### config.mk
export PLATFORM = sky130hd
export DESIGN_NAME = sdram_port_arb
export DESIGN_NICKNAME = d
export VERILOG_FILES = /design/src/rtl/sdram_port_arb.sv
export SDC_FILE = /design/constraint.sdc
export NUM_CORES = 1
export LEC_CHECK = 0
export ABC_AREA = 1
export BUFFER_PORTS_ARGS = -buffer_cell sky130_fd_sc_hd__buf_2
export CAP_MARGIN = 10
export CORE_MARGIN = 4
export CORE_UTILIZATION = 43
export DETAILED_ROUTE_END_ITERATION = 7
export GPL_TIMING_DRIVEN = 0
export PLACE_DENSITY = 0.77
export SYNTH_ARGS = -nofsm -noshare
export SYNTH_HDL_FRONTEND = slang
export SYNTH_SLANG_ARGS = --single-unit
### constraint.sdc
create_clock -name i_dram_clk -period 1.5 [get_ports i_dram_clk]
set_input_delay 0.075 -clock i_dram_clk [delete_from_list [all_inputs] [get_ports i_dram_clk]]
set_output_delay 0.075 -clock i_dram_clk [all_outputs]
set_load 0.05 [all_outputs]
### src/rtl/sdram_port_arb.sv
`default_nettype none
// sdram_port_arb: two-port round-robin arbiter feeding one SDRAM controller command channel,
// with per-transaction watchdog.  Rev 1.0
module sdram_port_arb #(
    parameter int IAddrWidth    = 22,
    parameter int DataWidth     = 16,
    parameter int TimeoutCycles = 1024
) (
    input  logic                  i_dram_clk,
    input  logic                  i_rst_n,
    input  logic                  i_p0_req,
    input  logic                  i_p1_req,
    input  logic                  i_p0_we,
    input  logic                  i_p1_we,
    input  logic [IAddrWidth-1:0] i_p0_addr,
    input  logic [IAddrWidth-1:0] i_p1_addr,
    input  logic [DataWidth-1:0]  i_p0_wdata,
    input  logic [DataWidth-1:0]  i_p1_wdata,
    output logic                  o_p0_ack,
    output logic                  o_p1_ack,
    output logic                  o_p0_rvalid,
    output logic                  o_p1_rvalid,
    output logic [DataWidth-1:0]  o_p0_rdata,
    output logic [DataWidth-1:0]  o_p1_rdata,
    output logic                  o_wr_req,
    output logic                  o_rd_req,
    output logic [IAddrWidth-1:0] o_wr_addr,
    output logic [IAddrWidth-1:0] o_rd_addr,
    output logic [DataWidth-1:0]  o_wr_data,
    input  logic                  i_cmd_accept,
    input  logic                  i_cmd_done,
    input  logic [DataWidth-1:0]  i_rd_data,
    input  logic                  i_rd_rdy,
    output logic                  o_err
);
    localparam int CntWidth = (TimeoutCycles > 1) ? $clog2(TimeoutCycles) : 1;
    localparam logic [CntWidth-1:0] CntLast = CntWidth'(TimeoutCycles - 1);

    typedef enum logic [1:0] {
        IDLE = 2'd0,
        REQ  = 2'd1,
        BUSY = 2'd2
    } state_t;

    state_t                state;
    logic                  last_grant;
    logic                  owner;
    logic                  owner_we;
    logic [CntWidth-1:0]   wd_cnt;

    logic                  grant_port;
    logic                  sel_we;
    logic [IAddrWidth-1:0] sel_addr;
    logic [DataWidth-1:0]  sel_wdata;
    logic                  in_txn;
    logic                  finishing;
    logic                  expire;
    logic                  rd_capture;

    always_comb begin
        grant_port = (i_p0_req && i_p1_req) ? ~last_grant : i_p1_req;
        sel_we     = grant_port ? i_p1_we    : i_p0_we;
        sel_addr   = grant_port ? i_p1_addr  : i_p0_addr;
        sel_wdata  = grant_port ? i_p1_wdata : i_p0_wdata;
        in_txn     = (state == REQ) || (state == BUSY);
        // done only counts in REQ when accept arrives in the same cycle
        finishing  = i_cmd_done && ((state == BUSY) || ((state == REQ) && i_cmd_accept));
        expire     = in_txn && !finishing && (wd_cnt == CntLast);
        rd_capture = in_txn && !owner_we && i_rd_rdy && !expire;
    end

    always_ff @(posedge i_dram_clk or negedge i_rst_n) begin
        if (!i_rst_n) begin
            state       <= IDLE;
            last_grant  <= 1'b1;
            owner       <= 1'b0;
            owner_we    <= 1'b0;
            wd_cnt      <= '0;
            o_p0_ack    <= 1'b0;
            o_p1_ack    <= 1'b0;
            o_p0_rvalid <= 1'b0;
            o_p1_rvalid <= 1'b0;
            o_p0_rdata  <= '0;
            o_p1_rdata  <= '0;
            o_wr_req    <= 1'b0;
            o_rd_req    <= 1'b0;
            o_wr_addr   <= '0;
            o_rd_addr   <= '0;
            o_wr_data   <= '0;
            o_err       <= 1'b0;
        end else begin
            o_p0_ack    <= 1'b0;
            o_p1_ack    <= 1'b0;
            o_p0_rvalid <= 1'b0;
            o_p1_rvalid <= 1'b0;
            o_err       <= 1'b0;

            if (rd_capture) begin
                if (owner) begin
                    o_p1_rdata  <= i_rd_data;
                    o_p1_rvalid <= 1'b1;
                end else begin
                    o_p0_rdata  <= i_rd_data;
                    o_p0_rvalid <= 1'b1;
                end
            end

            case (state)
                IDLE: begin
                    if (i_p0_req || i_p1_req) begin
                        last_grant <= grant_port;
                        owner      <= grant_port;
                        owner_we   <= sel_we;
                        o_wr_addr  <= sel_addr;
                        o_rd_addr  <= sel_addr;
                        o_wr_data  <= sel_wdata;
                        o_wr_req   <= sel_we;
                        o_rd_req   <= ~sel_we;
                        o_p0_ack   <= ~grant_port;
                        o_p1_ack   <= grant_port;
                        wd_cnt     <= '0;
                        state      <= REQ;
                    end
                end
                REQ, BUSY: begin
                    if (finishing) begin
                        o_wr_req <= 1'b0;
                        o_rd_req <= 1'b0;
                        state    <= IDLE;
                    end else if (expire) begin
                        o_wr_req <= 1'b0;
                        o_rd_req <= 1'b0;
                        o_err    <= 1'b1;
                        state    <= IDLE;
                    end else begin
                        wd_cnt <= wd_cnt + 1'b1;
                        if ((state == REQ) && i_cmd_accept) begin
                            o_wr_req <= 1'b0;
                            o_rd_req <= 1'b0;
                            state    <= BUSY;
                        end
                    end
                end
                default: state <= IDLE;
            endcase
        end
    end
endmodule
`default_nettype wire

==> flow_summary_export.csv <==
group,metric,value,unit
floorplan,start_util,0.439,
layout,final_area,7180,um^2
cts,clkSinkCount,92,
outcome,violations,"negative setup slack",
worst_hold_path,hold_depth,3,
drt,viasPerCell,4.97,
sta,hold_viol,0,
placed_design,place_congestion,0.863,
sta,worst_pin_slew,0.674,ns
logic_synthesis,ys_types,30,
global_routing,grt_pass1_wl,21900,um
layout,finalNetCount,906,
worst_setup_path,critical_path.top_delay_family,"buffers and inverters",
worst_setup_path,slowest_stage,"dfrtp_1",
drt,dr.first_iter.drc_count,278,
sta,fin_hold_ws,0.00622,ns
drt,antenna_left,0,
logic_synthesis,yosys_warnings,0,
sta,min_period,1.79,ns
worst_setup_path,worst-path-max-fanout,6,
layout,n_fill_cell,746,
placed_design,placed_cell_area,5700,um^2
worst_setup_path,crit_arrival,2.09,ns
drt,first_pass_iters,6,
global_routing,grtUsageTotal,0.232,
placed_design,dp_hpwl,9360,um
worst_setup_path,critical_path_class,"flop to flop",
sta,slew_headroom,0.551,
layout,diodes,0,
placed_design,io_buffer_count,199,
floorplan,rows,37,
worst_setup_path,r2r_slack,-0.29,ns
global_routing,grt_overflow,0,
cts,clk_latency,0.36,ns
outcome,status,"finished, violations left",
worst_setup_path,r2r_cells,12,
worst_setup_path,path_cells,"ha_2 > nand2_1 > nor2_2 > nand2_2 > inv_2 > nand2_4 > buf_12 > nand3_4 > buf_12 > buf_12 > nand2_4 > o21ai_2",
logic_synthesis,seq_area_frac_synth,0.513,
run,cap_violations,0,
sta,fin_ws,-0.292,ns
logic_synthesis,syn_nets,602,
cts,cts_buffer_depth,2,
worst_hold_path,hold_path_class,"input pin to flop",
floorplan,core,10200,um^2
power_and_ir_drop,ir_worst_vdd,2360,uV
logic_synthesis,yosys_register_bits,92,
logic_synthesis,postSynthCellCount,497,
power_and_ir_drop,p_per_area,2470,nW/um^2
worst_setup_path,cp_num_buf_inv,4,
worst_setup_path,startpoint_type,"flop",
layout,syn2layout_area_growth,59.9,%
worst_setup_path,critPathRequiredTime,1.79,ns
cts,cts_tree,"built",
worst_setup_path,endpoint_kind,"flop",
layout,layout-drive-gt1-share,0.488,
global_routing,antenna_found_initial,0,
sta,finClkSkew,0.0116,ns
worst_setup_path,r2r_start,"wd_cnt[0]",
cts,cts_root_buf,"clkbuf_8",
sta,drv_slew,0,
drt,via_count,4679,
worst_setup_path,worst_path_most_repeated_cell,"buf_12",
logic_synthesis,syn_area_per_cell,9.04,um^2
cts,htree_levels,3,
sta,setup_viol,48,
layout,final_cells,941,
worst_setup_path,rr_endpoint,"o_p0_rdata[11]",
drt,postRouteWirelength,15000,um
worst_hold_path,hold_start,"i_p0_addr[19]",
sta,fin_crit_sh,1.19,
drt,drc,0,
cts,path_clk_slew,0.09,ns
global_routing,grt_max_degree,52,
floorplan,design.die.area,12100,um^2
sta,rsz0062_at_grt,"true",
worst_setup_path,setup.worst_path.end,"o_p0_rdata[11]",
sta,clock.fmax,558,MHz
floorplan,dieWidth,110,um
logic_synthesis,netlist_area,4490,um^2
placed_design,place_ws,-0.335,ns
worst_setup_path,crit_cells,12,
global_routing,grt_pass1_vias,4562,
power_and_ir_drop,leakage,3.76,nW
worst_setup_path,crit_start,"wd_cnt[0]",
floorplan,ioPinCount,200,
placed_design,dp_cells,833,
cts,cts_buffers,9,
drt,drt-wirelength-per-cell,15.9,um
floorplan,dieHeight,110,um
worst_setup_path,worst_path_largest_cell_delay,0.43,ns
-- metrics by stage --
step,setup TNS (ns),utilization,power [mW]
after CTS,-9.94,0.669,16.9
after detailed placement,-20.34,0.557,14.1
after global routing,-15.42,0.702,18.6
after floorplan,-5.28,-,11.8
final,-11.18,0.702,17.7
after global placement,-60.80,0.555,13.9
-- worst min-delay path: stages --
cell,delay (ns)
buf_2,0.08
o21ai_1,0.06
o21ai_0,0.13
-- cell families after synthesis --
kind of cell             share of synthesized area
AO/OA/AOI/OAI                                0.161
adder cells (fa/ha/maj)                     0.0111
flip-flops                                   0.513
buffers and inverters                        0.108
XOR/XNOR                                   0.00780
AND/OR/NAND/NOR                              0.199
-- metal layers --
metal  part of all wire  track usage  up-vias
met5                  0            0        -
met4              0.034       0.0932        0
met3              0.084       0.0676       43
li1                   -            -     2190
met2               0.52        0.405      249
met1               0.36        0.267     2197
-- how the worst min path moves through the flow --
stage / slack, ns / end
after floorplan: -0.22 / o_err
after global placement: 0.29 / o_rd_addr[21]
after detailed placement: 0.15 / o_rd_addr[18]
after CTS: 0.0005 / o_wr_data[12]
after global routing: 0.003 / o_wr_data[14]
final: 0.006 / o_rd_addr[19]
-- final cells by class --
| type | instances | area, um^2 | share of cell area |
|---|---|---|---|
| Inverter | 37 | 144 | 0.0200 |
| Timing Repair Buffer | 294 | 2030 | 0.283 |
| Tap cell | 136 | 170 | 0.0237 |
| Buffer | 44 | 397 | 0.0552 |
| Sequential cell | 92 | 2300 | 0.321 |
| Multi-Input combinational cell | 323 | 1930 | 0.269 |
| Clock buffer | 11 | 151 | 0.0211 |
| Clock inverter | 4 | 48.8 | 0.00680 |
-- cell usage in the layout, fill, tap and decap left out, types with 18 or more instances in the layout --
cell | synthesis | routed
buf_2 | 7 | 203
buf_4 | 23 | 44
dfrtp_1 | 91 | 91
dlygate4sd3_1 | 0 | 61
inv_1 | 34 | 28
nand2_1 | 107 | 90
nand2_2 | 21 | 21
nand2_4 | 1 | 18
nor2_1 | 41 | 41
o21ai_0 | 74 | 38
o21ai_1 | 8 | 38
o21ai_2 | 34 | 38
-- power breakdown --
group	internal, mW	total, mW	switching [mW]	leakage, nW
sequential	3.55	4.36	0.815	1.16
combinational	3.80	11.6	7.85	2.50
clock	0.851	1.73	0.880	0.105
-- Yosys cell counts --
cell / number / area share
inv_2: 3 / 0.0025
and2_1: 1 / 0.0014
buf_2: 7 / 0.0078
nand2_1: 107 / 0.089
ha_1: 4 / 0.011
dfrtp_1: 91 / 0.51
nand2_4: 1 / 0.0025
nand4_1: 2 / 0.0028
o21a_1: 1 / 0.0017
nor2_2: 1 / 0.0014
buf_4: 23 / 0.038
a21oi_2: 1 / 0.0020
nand3_1: 15 / 0.017
nand3_2: 2 / 0.0045
nand3b_1: 2 / 0.0033
nor3b_4: 1 / 0.0042
nand3_4: 2 / 0.0078
o21ai_1: 8 / 0.0089
xor2_1: 4 / 0.0078
nand2_2: 21 / 0.029
buf_8: 1 / 0.0033
buf_12: 3 / 0.013
buf_6: 3 / 0.0075
nor3_1: 1 / 0.0011
nor2_1: 41 / 0.034
o21ai_0: 74 / 0.082
inv_1: 34 / 0.028
o21ai_2: 34 / 0.066
clkbuf_1: 8 / 0.0067
dfstp_2: 1 / 0.0059
-- registers in the layout, summed over array words and instances (netlist names) --
name,cells
o_wr_data,16
last_grant,1
o_p1_rdata,16
o_p0_rvalid,1
o_p1_ack,1
o_rd_req,1
o_p0_ack,1
o_rd_addr,22
o_wr_req,1
o_err,1
wd_cnt,10
owner_we,1
state,2
o_p0_rdata,16
o_p1_rvalid,1
owner,1
-- timing repair --
| action | 4_1_cts | 5_1_grt |
|---|---|---|
| buffers inserted | 13 | 13 |
| hold buffers | 56 | 5 |
| resized for setup | 46 | 95 |
| cloned | 4 | 4 |
| setup endpoints to repair | 89 | 88 |
| pin swaps | 7 | 15 |
| hold endpoints to repair | 112 | 5 |
(Power assumes the default switching activity.)
